### src/rtl/profrom_plane_seq.sv
// rtl/profrom_plane_seq.sv - host-side initiator for the ProfROM plane-switch knock protocol
//
// Generates the read "knocks" (a[15:4]=12'h810, a[3:2]=transition offset) that the
// ROM-side switcher decodes, keeping a shadow of the ROM plane. The new plane commits
// on the oe_n rising edge, which is when the shadow is updated here too.
//
// Ports:
//   fclk        system clock
//   rst         asynchronous active-high reset
//   req         start request, sampled only in IDLE
//   target      requested plane, latched with req
//   resync      force a blind resync, latched with req
//   invalidate  another master touched the ROM window; clears plane_valid
//   busy        high from the accepted req until the DONE state is left
//   done        one-clock completion pulse
//   plane       shadow of the current ROM plane
//   plane_valid shadow is trustworthy
//   bus_req     bus request to the arbiter
//   bus_gnt     bus grant
//   a           bus address
//   oe_n        read strobe, active low
module profrom_plane_seq #(
  parameter int SETUP_CLKS  = 2,
  parameter int STROBE_CLKS = 3,
  parameter int HOLD_CLKS   = 1
) (
  input  logic        fclk,
  input  logic        rst,
  input  logic        req,
  input  logic [1:0]  target,
  input  logic        resync,
  input  logic        invalidate,
  output logic        busy,
  output logic        done,
  output logic [1:0]  plane,
  output logic        plane_valid,
  output logic        bus_req,
  input  logic        bus_gnt,
  output logic [15:0] a,
  output logic        oe_n
);

  typedef enum logic [2:0] {IDLE, ARB, SETUP, STROBE, HOLD, NEXT, DONE} state_t;

  localparam logic [3:0] SETUP_LOAD  = 4'(SETUP_CLKS - 1);
  localparam logic [3:0] STROBE_LOAD = 4'(STROBE_CLKS - 1);
  localparam logic [3:0] HOLD_LOAD   = 4'(HOLD_CLKS - 1);

  // Resync progress: none, first knock (offset 3) in flight, second knock (offset 1) in flight
  localparam logic [1:0] RS_NONE = 2'd0;
  localparam logic [1:0] RS_K1   = 2'd1;
  localparam logic [1:0] RS_K2   = 2'd2;

  state_t     state;
  logic [3:0] cnt;
  logic [1:0] tgt;
  logic [1:0] off;
  logic [1:0] rs_stage;
  logic       eff_resync;

  // Plane reached by the switcher after a knock at offset o from plane p
  function automatic logic [1:0] map_plane(input logic [1:0] o, input logic [1:0] p);
    logic [1:0] r;
    case (o)
      2'd0:    r = p;
      2'd1:    r = (p == 2'd3) ? 2'd2 : 2'd3;
      2'd2:    case (p)
                 2'd0, 2'd1: r = 2'd2;
                 2'd2:       r = 2'd0;
                 default:    r = 2'd1;
               endcase
      default: r = {1'b0, ~p[0]};
    endcase
    return r;
  endfunction

  // The unique non-zero offset taking plane p to t (the map is built so one always exists)
  function automatic logic [1:0] offset_for(input logic [1:0] p, input logic [1:0] t);
    logic [1:0] o;
    o = 2'd0;
    for (int i = 1; i < 4; i++) begin
      if (map_plane(2'(i), p) == t) o = 2'(i);
    end
    return o;
  endfunction

  function automatic logic [15:0] knock_addr(input logic [1:0] o);
    return {12'h810, o, 2'b00};
  endfunction

  assign eff_resync = resync | ~plane_valid;

  always_ff @(posedge fclk or posedge rst) begin
    if (rst) begin
      state       <= IDLE;
      cnt         <= 4'd0;
      tgt         <= 2'd0;
      off         <= 2'd0;
      rs_stage    <= RS_NONE;
      busy        <= 1'b0;
      done        <= 1'b0;
      plane       <= 2'd0;
      plane_valid <= 1'b1;
      bus_req     <= 1'b0;
      a           <= 16'h0000;
      oe_n        <= 1'b1;
    end else begin
      done <= 1'b0;
      // A later assignment in the resync-completing HOLD entry overrides this
      if (invalidate) plane_valid <= 1'b0;

      case (state)
        IDLE: begin
          if (req) begin
            tgt  <= target;
            busy <= 1'b1;
            if (!eff_resync && target == plane) begin
              state <= DONE;
              done  <= 1'b1;
            end else begin
              state   <= ARB;
              bus_req <= 1'b1;
              if (eff_resync) begin
                rs_stage <= RS_K1;
                off      <= 2'd3;
              end else begin
                rs_stage <= RS_NONE;
                off      <= offset_for(plane, target);
              end
            end
          end
        end

        ARB: begin
          if (bus_gnt) begin
            state <= SETUP;
            a     <= knock_addr(off);
            cnt   <= SETUP_LOAD;
          end
        end

        SETUP: begin
          if (cnt == 4'd0) begin
            state <= STROBE;
            oe_n  <= 1'b0;
            cnt   <= STROBE_LOAD;
          end else begin
            cnt <= cnt - 4'd1;
          end
        end

        STROBE: begin
          if (cnt == 4'd0) begin
            state <= HOLD;
            oe_n  <= 1'b1;
            cnt   <= HOLD_LOAD;
            // The switcher commits on this oe_n rising edge, so the shadow follows now
            if (rs_stage == RS_K2) begin
              plane       <= 2'd3;
              plane_valid <= 1'b1;
            end else begin
              plane <= map_plane(off, plane);
            end
          end else begin
            cnt <= cnt - 4'd1;
          end
        end

        HOLD: begin
          if (cnt == 4'd0) state <= NEXT;
          else             cnt   <= cnt - 4'd1;
        end

        NEXT: begin
          if (rs_stage == RS_K1) begin
            rs_stage <= RS_K2;
            off      <= 2'd1;
            a        <= knock_addr(2'd1);
            cnt      <= SETUP_LOAD;
            state    <= SETUP;
          end else if (plane != tgt) begin
            // Only reachable after a resync that landed on 3 with another target
            rs_stage <= RS_NONE;
            off      <= offset_for(plane, tgt);
            a        <= knock_addr(offset_for(plane, tgt));
            cnt      <= SETUP_LOAD;
            state    <= SETUP;
          end else begin
            rs_stage <= RS_NONE;
            bus_req  <= 1'b0;
            a        <= 16'h0000;
            done     <= 1'b1;
            state    <= DONE;
          end
        end

        DONE: begin
          busy  <= 1'b0;
          state <= IDLE;
        end

        default: state <= IDLE;
      endcase
    end
  end

endmodule
### config.mk
export PLATFORM = sky130hd
export DESIGN_NAME = profrom_plane_seq
export DESIGN_NICKNAME = d
export VERILOG_FILES = /design/src/rtl/profrom_plane_seq.sv
export SDC_FILE = /design/constraint.sdc
export NUM_CORES = 1
export LEC_CHECK = 0
export CAP_MARGIN = 20
export CORE_UTILIZATION = 45
export DETAILED_ROUTE_END_ITERATION = 16
export PLACE_DENSITY = 0.76
export SLEW_MARGIN = 40
export SYNTH_ARGS = -nofsm -noshare
export SYNTH_HDL_FRONTEND = slang
export SYNTH_SLANG_ARGS = --single-unit
export TNS_END_PERCENT = 50
### constraint.sdc
create_clock -name fclk -period 4.4 [get_ports fclk]
set_clock_uncertainty 0.05 [all_clocks]
set_input_delay 0.66 -clock fclk [delete_from_list [all_inputs] [get_ports fclk]]
set_output_delay 0.66 -clock fclk [all_outputs]
set_load 0.01 [all_outputs]
==> summary.txt <==
CTS
  – CTS tree: done
  – Root Buffer Master: clkbuf_4
  – Clock-pin slew on the worst setup and hold paths: 140 ps
  – Hold_buf cts: 0
  – Worst-Skew Late Latency: 340 ps
  – CTS resizes: 0
  – CTS H-tree lvls: 1
  – Clock buffers created by TritonCTS: 3
  – Max clock buf depth: 2
  – Post-CTS Setup Bufs: 0
  – Clock Sinks: 23

Global routing
  – GRT Overall Usage: 19.1%
  – Largest net degree at the start of global routing: 24
  – Antenna violations before repair: 0
  – GR Overflow Total: 0
  – Vias in the first global route: 1169
  – First-pass GRT wire length: 5380 microns

Routing
  – Vias per cell: 5.43
  – Routed WL per cell: 12.9 microns
  – Via count: 1340
  – DRC Markers: 0
  – Routed Antenna Nets: 0
  – DR iter-0 viols: 34
  – Post-Route WL: 3180 microns
  – Drt first pass iters: 4

Placement
  – Post-Place Cells: 243
  – Final HPWL DP: 2310 microns
  – GPL Wtd Cong: 0.842
  – Buffers on Ports: 18

Power
  – Sw Pwr: 519 uW
  – Power per Cell Area: 634 nW/um^2
  – Leakage: 0.000720 uW
  – Internal: 607 uW
  – Seq pwr share: 38.5%
  – Max IR drop VDD: 0.259 mV
  – Sw frac: 46.1%
  – Comb pwr share: 52.3%
  – Clk network pwr share: 9.2%

Setup path
  – Req. time, crit path: 3690 ps
  – Worst r2r path cells: 6
  – Reg-to-reg slack, setup: 2120 ps
  – Worst path top cell family by delay: flip-flops
  – Worst Path Max Fanout: 13
  – Data arrival time of the critical path: 1580 ps
  – Buf/Inv on CP: 1
  – CP max stage delay: 620 ps
  – Critical path class: reg -> out
  – Crit-path slowest cell: dfrtp_1
  – Worst r2r src: cnt[0]
  – Worst setup EP type: primary output
  – Crit Reg-Reg Endpoint: plane[1]
  – CP Cell Sequence: clkdlybuf4s50_1
  – CP Launch Type: register

Job
  – Max-cap violations: 0

STA
  – Fmax: 436 MHz
  – Fin. Hold Viols: 0
  – Setup violations, final: 0
  – Total Neg Setup Slack: 0 ps
  – Least-Margin Pin Slew: 644 ps
  – Slew Limit Fails: 0
  – Relative slew margins: 56.9%
  – Crit share post-route: 52.1%
  – Final min period: 2290 ps
  – RSZ-0062 raised after global routing: false

Layout
  – NumNets Final: 214
  – Antenna cells: 0
  – Filler cells: 321
  – P&R area growth vs syn: 9.82%
  – Layout Cells excl Fill: 247
  – Share of post-route cells with drive strength above 1: 9.95%

Worst hold path
  – Worst Hold End: oe_n
  – Worst Hold Class: reg -> reg
  – Hold Path Depth: 2
  – Min-delay src: oe_n

Synthesis
  – Yosys top cell area share: 32.5%
  – Synth top cells by count: dfrtp_1, buf_4, a21oi_1, nor2_1, inv_1
  – Warnings, synthesis: 0
  – Post-synth top area cell: dfrtp_1
  – #FFs+latches synth: 23
  – Largest cells by area after synthesis: dfrtp_1, buf_4, a21oi_1, o21ai_0, nor2_1
  – Area of the mapped netlist: 1620 sq um
  – Sequential share of the synthesized area: 35.7%
  – EDFF count, synth: 0
  – Synth async-reset ratio: 100%
  – Mean post-synth cell area: 8.61 sq um
  – Yosys cell types: 47
  – Synth Flop Type: dfrtp_1
  – Mapped Cells: 188
  – Count leader, synth: dfrtp_1

Status
  – Status: complete, no violations

Floorplan
  – Placement Rows: 21
  – Die width: 62.0 microns
  – Die Span Y: 62.0 microns
  – Die ar.: 3840 sq um
  – Starting Density: 47.7%
  – Total core area: 3390 sq um
  – IO Count: 31
==> power groups by stage <==
stage | Combinational (uW) | Sequential (uW) | Clock (uW)
finish | 589 | 433 | 104
global route | 666 | 456 | 118
CTS | 590 | 433 | 108
detailed placement | 586 | 436 | 0
global placement | 577 | 433 | 0
floorplan | 529 | 367 | 0
==> area by class of cell <==
type | instances | area [sq um] | area share, %
Tap cell | 46 | 57.6 | 3.24
Inverter | 15 | 56.3 | 3.17
Sequential cell | 23 | 578 | 32.5
Clock inverter | 1 | 5.00 | 0.282
Multi-Input combinational cell | 141 | 877 | 49.4
Timing Repair Buffer | 18 | 180 | 10.1
Clock buffer | 3 | 22.5 | 1.27
==> routing by layer <==
layer | GRT usage (%) | vias up | routed length [microns]
li1 | - | 663 | -
met1 | 27.3 | 631 | 1570
met2 | 28.9 | 43 | 1440
met3 | 2.07 | 3 | 125
met4 | 9.21 | 0 | 45
met5 | 0 | - | 0
==> worst max-delay path by stage <==
stage	from	to	slack (ps)	depth (start not counted)
after floorplan	cnt[0]	cnt[1]	2720	6
after global placement	resync	off[1]	2150	6
after detailed placement	resync	off[1]	2120	6
after CTS	plane[0]	plane[0]	2100	1
after global routing	cnt[0]	plane[1]	1960	6
final	plane[0]	plane[0]	2110	1
==> per-stage QoR <==
stage / util, % / area (sq um) / power [uW] / worst slack, ps / hold slack, ps
2_1_floorplan: - / 1660 / 896 / 2720 / 415
5_1_grt: 52.4 / 1780 / 1240 / 1960 / 441
3_3_place_gp: 51.6 / 1750 / 1010 / 2150 / 396
3_5_place_dp: 51.6 / 1750 / 1020 / 2120 / 406
6_report: 52.4 / 1780 / 1130 / 2110 / 418
4_1_cts: 52.4 / 1780 / 1130 / 2100 / 424
==> logic make-up (layout without fill, tap and decap cells) <==
logic type	Yosys count	after routing	synth area share [%]
muxes	6	6	4.33
AOI/OAI and AO/OA	53	53	20.7
and+or+nand+nor	60	60	20.0
DFF	23	23	35.7
adders and majority gates	4	4	3.09
xor gates and xnor gates	6	6	3.25
buffers and inverters	35	37	12.6
other	1	12	0.232
==> layout by cell type (no fill, tap or decap), types with 2 or more instances in the layout <==
master,instances
a21o_1,2
a21oi_1,16
a21oi_2,2
and3_1,2
clkbuf_4,3
clkdlybuf4s50_1,18
conb_1,12
dfrtp_1,21
dfstp_2,2
ha_1,4
inv_1,14
mux2_2,3
nand2_1,13
nand2b_1,5
nand3_1,6
nand3_2,2
nor2_1,16
nor2b_1,3
nor3_1,4
o211ai_1,4
o21a_1,2
o21ai_0,12
o221ai_1,2
o22ai_1,4
or3_1,2
xnor2_1,6
==> sequential cells by signal, summed over array words and instances (netlist names), 2 cells and up <==
register / flops
a: 3
cnt: 4
off: 2
plane: 2
rs_stage: 2
state: 3
tgt: 2
Power figures use the tool's default switching activity.
